## src/rtl/shift_engine_pkg.sv

```systemverilog
// Shared types for the shift_engine block (FSM state encoding).
package shift_engine_pkg;

    typedef enum logic {
        ST_IDLE  = 1'b0,
        ST_SHIFT = 1'b1
    } shift_engine_state_e;

endpackage : shift_engine_pkg

```

## src/rtl/shift_engine_datapath.sv

```systemverilog
// Shift register with parallel load, serial insert/extract and bit-order muxing.
module shift_engine_datapath #(
    parameter int unsigned      WIDTH     = 8,
    parameter logic [WIDTH-1:0] INIT      = '0,
    parameter bit               LSB_FIRST = 1'b0
) (
    input  logic             i_clk,
    input  logic             i_rst,
    input  logic             i_load,
    input  logic [WIDTH-1:0] i_load_data,
    input  logic             i_shift,
    input  logic             i_sdata,
    output logic             o_sdata_c,
    output logic [WIDTH-1:0] o_next_c
);

    logic [WIDTH-1:0] sreg_q;

    // Outgoing end and post-shift value depend on bit order.
    generate
        if (LSB_FIRST) begin : g_lsb_first
            always_comb begin
                o_sdata_c = sreg_q[0];
                o_next_c  = {i_sdata, sreg_q[WIDTH-1:1]};
            end
        end else begin : g_msb_first
            always_comb begin
                o_sdata_c = sreg_q[WIDTH-1];
                o_next_c  = {sreg_q[WIDTH-2:0], i_sdata};
            end
        end
    endgenerate

    always_ff @(posedge i_clk or posedge i_rst) begin
        if (i_rst) begin
            sreg_q <= INIT;
        end else if (i_load) begin
            sreg_q <= i_load_data;
        end else if (i_shift) begin
            sreg_q <= o_next_c;
        end
    end

endmodule : shift_engine_datapath

```

## src/rtl/shift_engine.sv

```systemverilog
// Serial shift engine: loads a word, shifts it out while shifting a new word in.
// Optional sticky overrun flag enabled by defining SHIFT_ENGINE_OVERRUN_EN.
module shift_engine
    import shift_engine_pkg::*;
#(
    parameter int unsigned      WIDTH     = 8,
    parameter logic [WIDTH-1:0] INIT      = '0,
    parameter bit               LSB_FIRST = 1'b0
) (
    input  logic             i_clk,
    input  logic             i_rst,
    input  logic             i_load_valid,
    output logic             o_load_ready,
    input  logic [WIDTH-1:0] i_load_data,
    input  logic             i_shift,
    input  logic             i_sdata,
    output logic             o_sdata,
    output logic             o_busy,
    output logic [WIDTH-1:0] o_data,
`ifdef SHIFT_ENGINE_OVERRUN_EN
    input  logic             i_overrun_clr,
    output logic             o_overrun,
`endif
    output logic             o_data_valid
);

    localparam int unsigned      CNT_W    = $clog2(WIDTH);
    localparam logic [CNT_W-1:0] CNT_LAST = CNT_W'(WIDTH - 1);

    shift_engine_state_e state_q, state_d;
    logic [CNT_W-1:0]    cnt_q, cnt_d;
    logic                load_c;
    logic                step_c;
    logic                done_c;
    logic [WIDTH-1:0]    next_c;

    shift_engine_datapath #(
        .WIDTH     (WIDTH),
        .INIT      (INIT),
        .LSB_FIRST (LSB_FIRST)
    ) u_datapath (
        .i_clk       (i_clk),
        .i_rst       (i_rst),
        .i_load      (load_c),
        .i_load_data (i_load_data),
        .i_shift     (step_c),
        .i_sdata     (i_sdata),
        .o_sdata_c   (o_sdata),
        .o_next_c    (next_c)
    );

    always_ff @(posedge i_clk or posedge i_rst) begin
        if (i_rst) begin
            state_q <= ST_IDLE;
            cnt_q   <= '0;
        end else begin
            state_q <= state_d;
            cnt_q   <= cnt_d;
        end
    end

    // Next state, counter update and datapath strobes.
    always_comb begin
        state_d = state_q;
        cnt_d   = cnt_q;
        load_c  = 1'b0;
        step_c  = 1'b0;
        done_c  = 1'b0;
        unique case (state_q)
            ST_IDLE: begin
                if (i_load_valid) begin
                    load_c  = 1'b1;
                    cnt_d   = '0;
                    state_d = ST_SHIFT;
                end
            end
            ST_SHIFT: begin
                if (i_shift) begin
                    step_c = 1'b1;
                    if (cnt_q == CNT_LAST) begin
                        done_c  = 1'b1;
                        state_d = ST_IDLE;
                    end else begin
                        cnt_d = cnt_q + CNT_W'(1);
                    end
                end
            end
            default: state_d = ST_IDLE;
        endcase
    end

    assign o_busy       = (state_q == ST_SHIFT);
    assign o_load_ready = (state_q == ST_IDLE);

    // Received word is captured on the final strobe; valid follows for one cycle.
    always_ff @(posedge i_clk or posedge i_rst) begin
        if (i_rst) begin
            o_data       <= '0;
            o_data_valid <= 1'b0;
        end else begin
            o_data_valid <= done_c;
            if (done_c) begin
                o_data <= next_c;
            end
        end
    end

`ifdef SHIFT_ENGINE_OVERRUN_EN
    // Sticky: a word offered while busy is dropped; set beats clear.
    always_ff @(posedge i_clk or posedge i_rst) begin
        if (i_rst) begin
            o_overrun <= 1'b0;
        end else if ((state_q == ST_SHIFT) && i_load_valid) begin
            o_overrun <= 1'b1;
        end else if (i_overrun_clr) begin
            o_overrun <= 1'b0;
        end
    end
`endif

endmodule : shift_engine
```

## config.mk

```make
export PLATFORM = sky130hd
export DESIGN_NAME = shift_engine
export DESIGN_NICKNAME = d
export VERILOG_FILES = /design/src/rtl/shift_engine_pkg.sv /design/src/rtl/shift_engine_datapath.sv /design/src/rtl/shift_engine.sv
export SDC_FILE = /design/constraint.sdc
export NUM_CORES = 1
export LEC_CHECK = 0
export CORE_MARGIN = 1
export CORE_UTILIZATION = 47
export CTS_BUF_LIST = sky130_fd_sc_hd__clkbuf_8 sky130_fd_sc_hd__clkbuf_16
export DETAILED_ROUTE_END_ITERATION = 10
export PLACE_DENSITY = 0.77
export SLEW_MARGIN = 20
export SYNTH_ARGS = -nofsm -noshare
export SYNTH_HDL_FRONTEND = slang
export SYNTH_SLANG_ARGS = --single-unit
```

## constraint.sdc

```tcl
create_clock -name i_clk -period 1.8 [get_ports i_clk]
set_clock_uncertainty 0.05 [all_clocks]
set_input_delay 0.18 -clock i_clk [delete_from_list [all_inputs] [get_ports i_clk]]
set_output_delay 0.18 -clock i_clk [all_outputs]
set_load 0.005 [all_outputs]
```

### Word-level counts from Yosys, hierarchy flattened

Index checks and enable logic that the tools add are counted.

* add/sub/neg operators: 1
* multiplexer cells: 16
* reduce and logical (&&, ||, !) cells: 2
* equal/unequal tests: 4
* bitwise logic cells: 1

Operators by type and width (count)
* 8-bit 2-to-1 mux: 2
* 1-bit 2-to-1 mux: 9
* 3-bit 2-to-1 mux: 3
* 2-bit != test, second input constant: 3
* 3-bit case mux with 2 select lines: 1
* 3-bit by 1-bit adder with 3-bit output, second input constant: 1
* 3-bit == test, second input constant: 1
* 3-bit AND reduction: 1
* 1-bit case mux with 2 select lines: 1
* 2-bit nonzero test: 1
* 1-bit NOT: 1

* word-level logic and storage cells: 29
* register bits: 21
* output and inout port bits: 12

### Depth between registers and ports, before layout

* depth after elaboration: 4
* depth in mapped cells: 5
* depth with buffers taken out: 5

### Modules after synthesis

A second synthesis with hierarchy kept.

* cells, all modules: 80
* area total of the unflattened synthesis: 972.2 µm²

Modules (own cells, without submodules)
* shift_engine: area each 588.1 µm², times used 1, cells each 44, sequential area each 325.3 µm²
* shift_engine_datapath: area each 384.1 µm², times used 1, cells each 36, sequential area each 200.2 µm²

### Least setup slack after synthesis

No wires, ideal clock.

* path type: flip-flop to flip-flop
* start: register cnt_q[0]
* end: register cnt_q[2]
* required time: 1624 ps
* path buffers: 0
* setup time: 126 ps
* cell stages (with the launch flop): 5
* setup slack: 335 ps
* arrival time: 1289 ps
* cells stage by stage: dfrtp_1 > ha_1 > ha_1 > nand2b_1 > a311o_1

* longest elaborated chain between the ends: 4
* elaborated cells between the ends (all ways): 7

Ends and longest elaborated chain
* from (decl): RTL line shift_engine.sv:31 `logic [CNT_W-1:0] cnt_q, cnt_d;`
* from (signal assigned): RTL line shift_engine.sv:58 `cnt_q <= cnt_d;`
* 3-bit by 1-bit adder with 3-bit output: RTL line shift_engine.sv:84 `cnt_d = cnt_q + CNT_W'(1);`
* 3-bit 2-to-1 mux: RTL line shift_engine.sv:80 `if (cnt_q == CNT_LAST) begin`
* 3-bit 2-to-1 mux: RTL line shift_engine.sv:78 `if (i_shift) begin`
* 3-bit case mux with 2 select lines: RTL line shift_engine.sv:69 `unique case (state_q)`

Several ways; a longest one is shown, not always the timed one. The select of a mux whose other input is x is not followed.
A chain may end at the register's enable or synchronous reset.

### Final worst setup path

* start: register state_q (netlist: o_busy)
* end: output port o_busy

RTL lines
* from (decl): RTL line shift_engine.sv:30 `shift_engine_state_e state_q, state_d;`
* from (signal assigned): RTL line shift_engine.sv:57 `state_q <= state_d;`
* to (decl): RTL line shift_engine.sv:18 `output logic o_busy,`

No word-level cell between the ends.

==> impl_results.md <==
* Worst-path fanout max at 14
* Violated checks: design-rule violations
* Setup-failing EPs final at 0
* Post-CTS setup buffers at 0
* First-pass GRT wire length at 2750 um
* Number of global-route vias before repair at 609
* Setup Crit Path Kind: flop to primary output
* Worst path slowest cell: dfrtp_1
* Count of different cell masters after synthesis at 24
* Initial antenna violation count at 0
* RSZ-0062 raised after global routing: false
* Cells along the critical path: clkdlybuf4s50_1
* Clk pin slew, worst setup/hold paths at 70 ps
* Layout area overhead at 33.8%
* Crit-path max cell delay at 600 ps
* Layout fillers at 160
* Die W at 47.6 um
* Rows at 16
* Placed cells at 126
* Seq/Total Area, Yosys at 53.8%
* Hold Path Class: input port to async pin
* Clk root buf: clkbuf_8
* Syn_nets at 90
* M1 wire length at 797 um
* Final Instance Count excl. Fillers at 130
* Layout cell share with drive strength beyond 1 at 15.5%
* Synthesized flop and latch total at 21
* Max Buffers Root-to-Sink at 2
* DP HPWL at 1330 um
* Yosys warns at 0
* Total Wirelength at 1750 um
* Die area at 2270 sq um
* CTS resizes at 0
* Highest routed layer: met4
* Peak supply drop at 0.872 mV
* Register area at 526 sq um
* Clock sinks at 21
* Starting density of the core at 49.8%
* Number of max-cap violations at 0
* Nets@finish at 119
* Final Critical Period at 1670 ps
* Die extent in y at 47.6 um
* Post-route DRC violation count at 1
* Core Region at 1960 sq um
* CP bufs+invs at 1
* Fmax at 599 MHz
* Setup TNS at 0 ps
* # IOs at 25
* Multi-input gate area at 413 sq um
* Synth Area per Inst at 13.0 sq um
* PD cells at 1310 nW/um^2
* Clk_lat worst skew at 260 ps
* Vias per Instance at 5.24
* Drt wl/cell at 13.5 um
* Routed Antenna Nets at 0
* Post-Syn Area at 977 sq um
* Top cell family by delay on the critical path: flip-flops
* GR Overflow Total at 0
* WL met3 at 70 um
* Outcome: complete, but fails checks
* Number of detailed-route iterations in the first pass at 7
* Post-CTS Hold Fix Bufs at 0
* H-tree depth at 1
* Total number of vias at 681
* Initial drt markers at 9
* Endpoint class of the critical path: primary output
* Tcrit/Tclk final at 92.7%
* Count of final hold-check violations at 0
* Critical Path Source Type: flop
* CP required at 1570 ps
* I/O Buffers at 24
* Routability congestion estimate from global placement at 0.687
* Synthesized instance count at 75
* Worst-margin pin slew at 417 ps
* Diode count at 0
* GRT Util Overall at 18.0%
* Rel. slew slack at 72.2%
* Largest net degree at the start of global routing at 22
* TritonCTS clock tree: yes
* TritonCTS buffer count at 3
* Leakage at 0.578 nW
* Met2 WL at 864 um
* Arrival time at the worst endpoint at 1440 ps
* Slew Limit Fails at 0
cells in the final DEF, fill, tap and decap left out, drive strengths merged:
master	n
clkdlybuf4s50	24
dfrtp	21
mux2	9
or3b	5
o221a	5
inv	5
buf	4
mux2i	3
clkbuf	3
nand3	3
nand3b	2
o211ai	2
and4b	2
nor3b	2
nor2	2
and2	2
ha	2
nand2b	1
a311o	1
nand2	1
a211o	1
and4bb	1
a221o	1
clkinv	1
layout make-up:
class	count	area share [%]
Clock buffer	3	3.16
Clock inverter	1	0.383
Inverter	5	1.44
Multi-Input combinational cell	45	31.6
Sequential cell	21	40.2
Tap cell	27	2.58
Timing Repair Buffer	28	20.7
metal layers:
layer  GRT usage [%]  vias to the layer above
met5               0                        -
met4            6.67                        0
met3            5.66                        5
met2            29.6                       15
met1            22.4                      330
li1                -                      331
logic make-up after synthesis:
kind of cell / synth area share [%]
and+or+nand+nor: 16.0
DFF: 53.8
muxes: 13.4
AOI/OAI and AO/OA: 10.2
buffers and inverters: 3.97
adders and majority gates: 2.56
power by group:
group	internal, W	switching [W]	leakage, nW
Clock	0.000154	0.000142	0.0255
Combinational	0.000421	0.000188	0.306
Sequential	0.000668	0.000142	0.246
sequential cells by signal, indices dropped and copies added (netlist names):
name	count
o_data_valid	1
o_data	8
u_datapath.sreg_q	8
cnt_q	3
o_busy	1
final timing paths:
check                           startpoint                    to  slack (ps)  cells after the start
min in group i_clk               o_data[2]             o_data[2]         440                      1
max in group asynchronous            i_rst  u_datapath.sreg_q[0]        1290                      3
worst min register to register   o_data[2]             o_data[2]         440                      1
worst max register to register    cnt_q[0]             o_data[6]         150                      5
worst max-delay path                o_busy                o_busy         130                      1
worst min-delay path                 i_rst             o_data[6]         200                      3
metrics by stage:
stage | utilization (%) | setup WS [ps] | hold slack, ps | area [sq um] | power (W)
3_3_place_gp | 64.3 | 191 | 417 | 1260 | 0.00141
4_1_cts | 66.6 | 130 | 208 | 1310 | 0.00174
3_5_place_dp | 64.3 | 148 | 429 | 1260 | 0.00144
2_1_floorplan | - | 335 | 107 | 977 | 0.00111
6_report | 66.6 | 131 | 199 | 1310 | 0.00171
5_1_grt | 66.6 | 31.8 | 248 | 1310 | 0.00184
synthesized netlist by cell type:
library cell	number	area, sq um
nor2_1	2	7.51
buf_2	4	20.0
or3b_1	5	43.8
and4bb_1	1	12.5
nor3b_1	2	15.0
nand2b_1	1	6.26
ha_1	2	25.0
dfrtp_1	21	526
nand3_2	1	10.0
mux2i_1	3	30.0
mux2_2	1	11.3
a311o_1	1	10.0
a211o_1	1	8.76
inv_2	1	3.75
o211ai_1	2	15.0
and2_1	2	12.5
nand3_1	2	10.0
o221a_2	5	56.3
inv_1	4	15.0
nand3b_1	2	15.0
nand2_1	1	3.75
a221o_1	1	10.0
and4b_1	2	20.0
mux2_1	8	90.1
No activity file was read; power rests on OpenSTA's default activity.
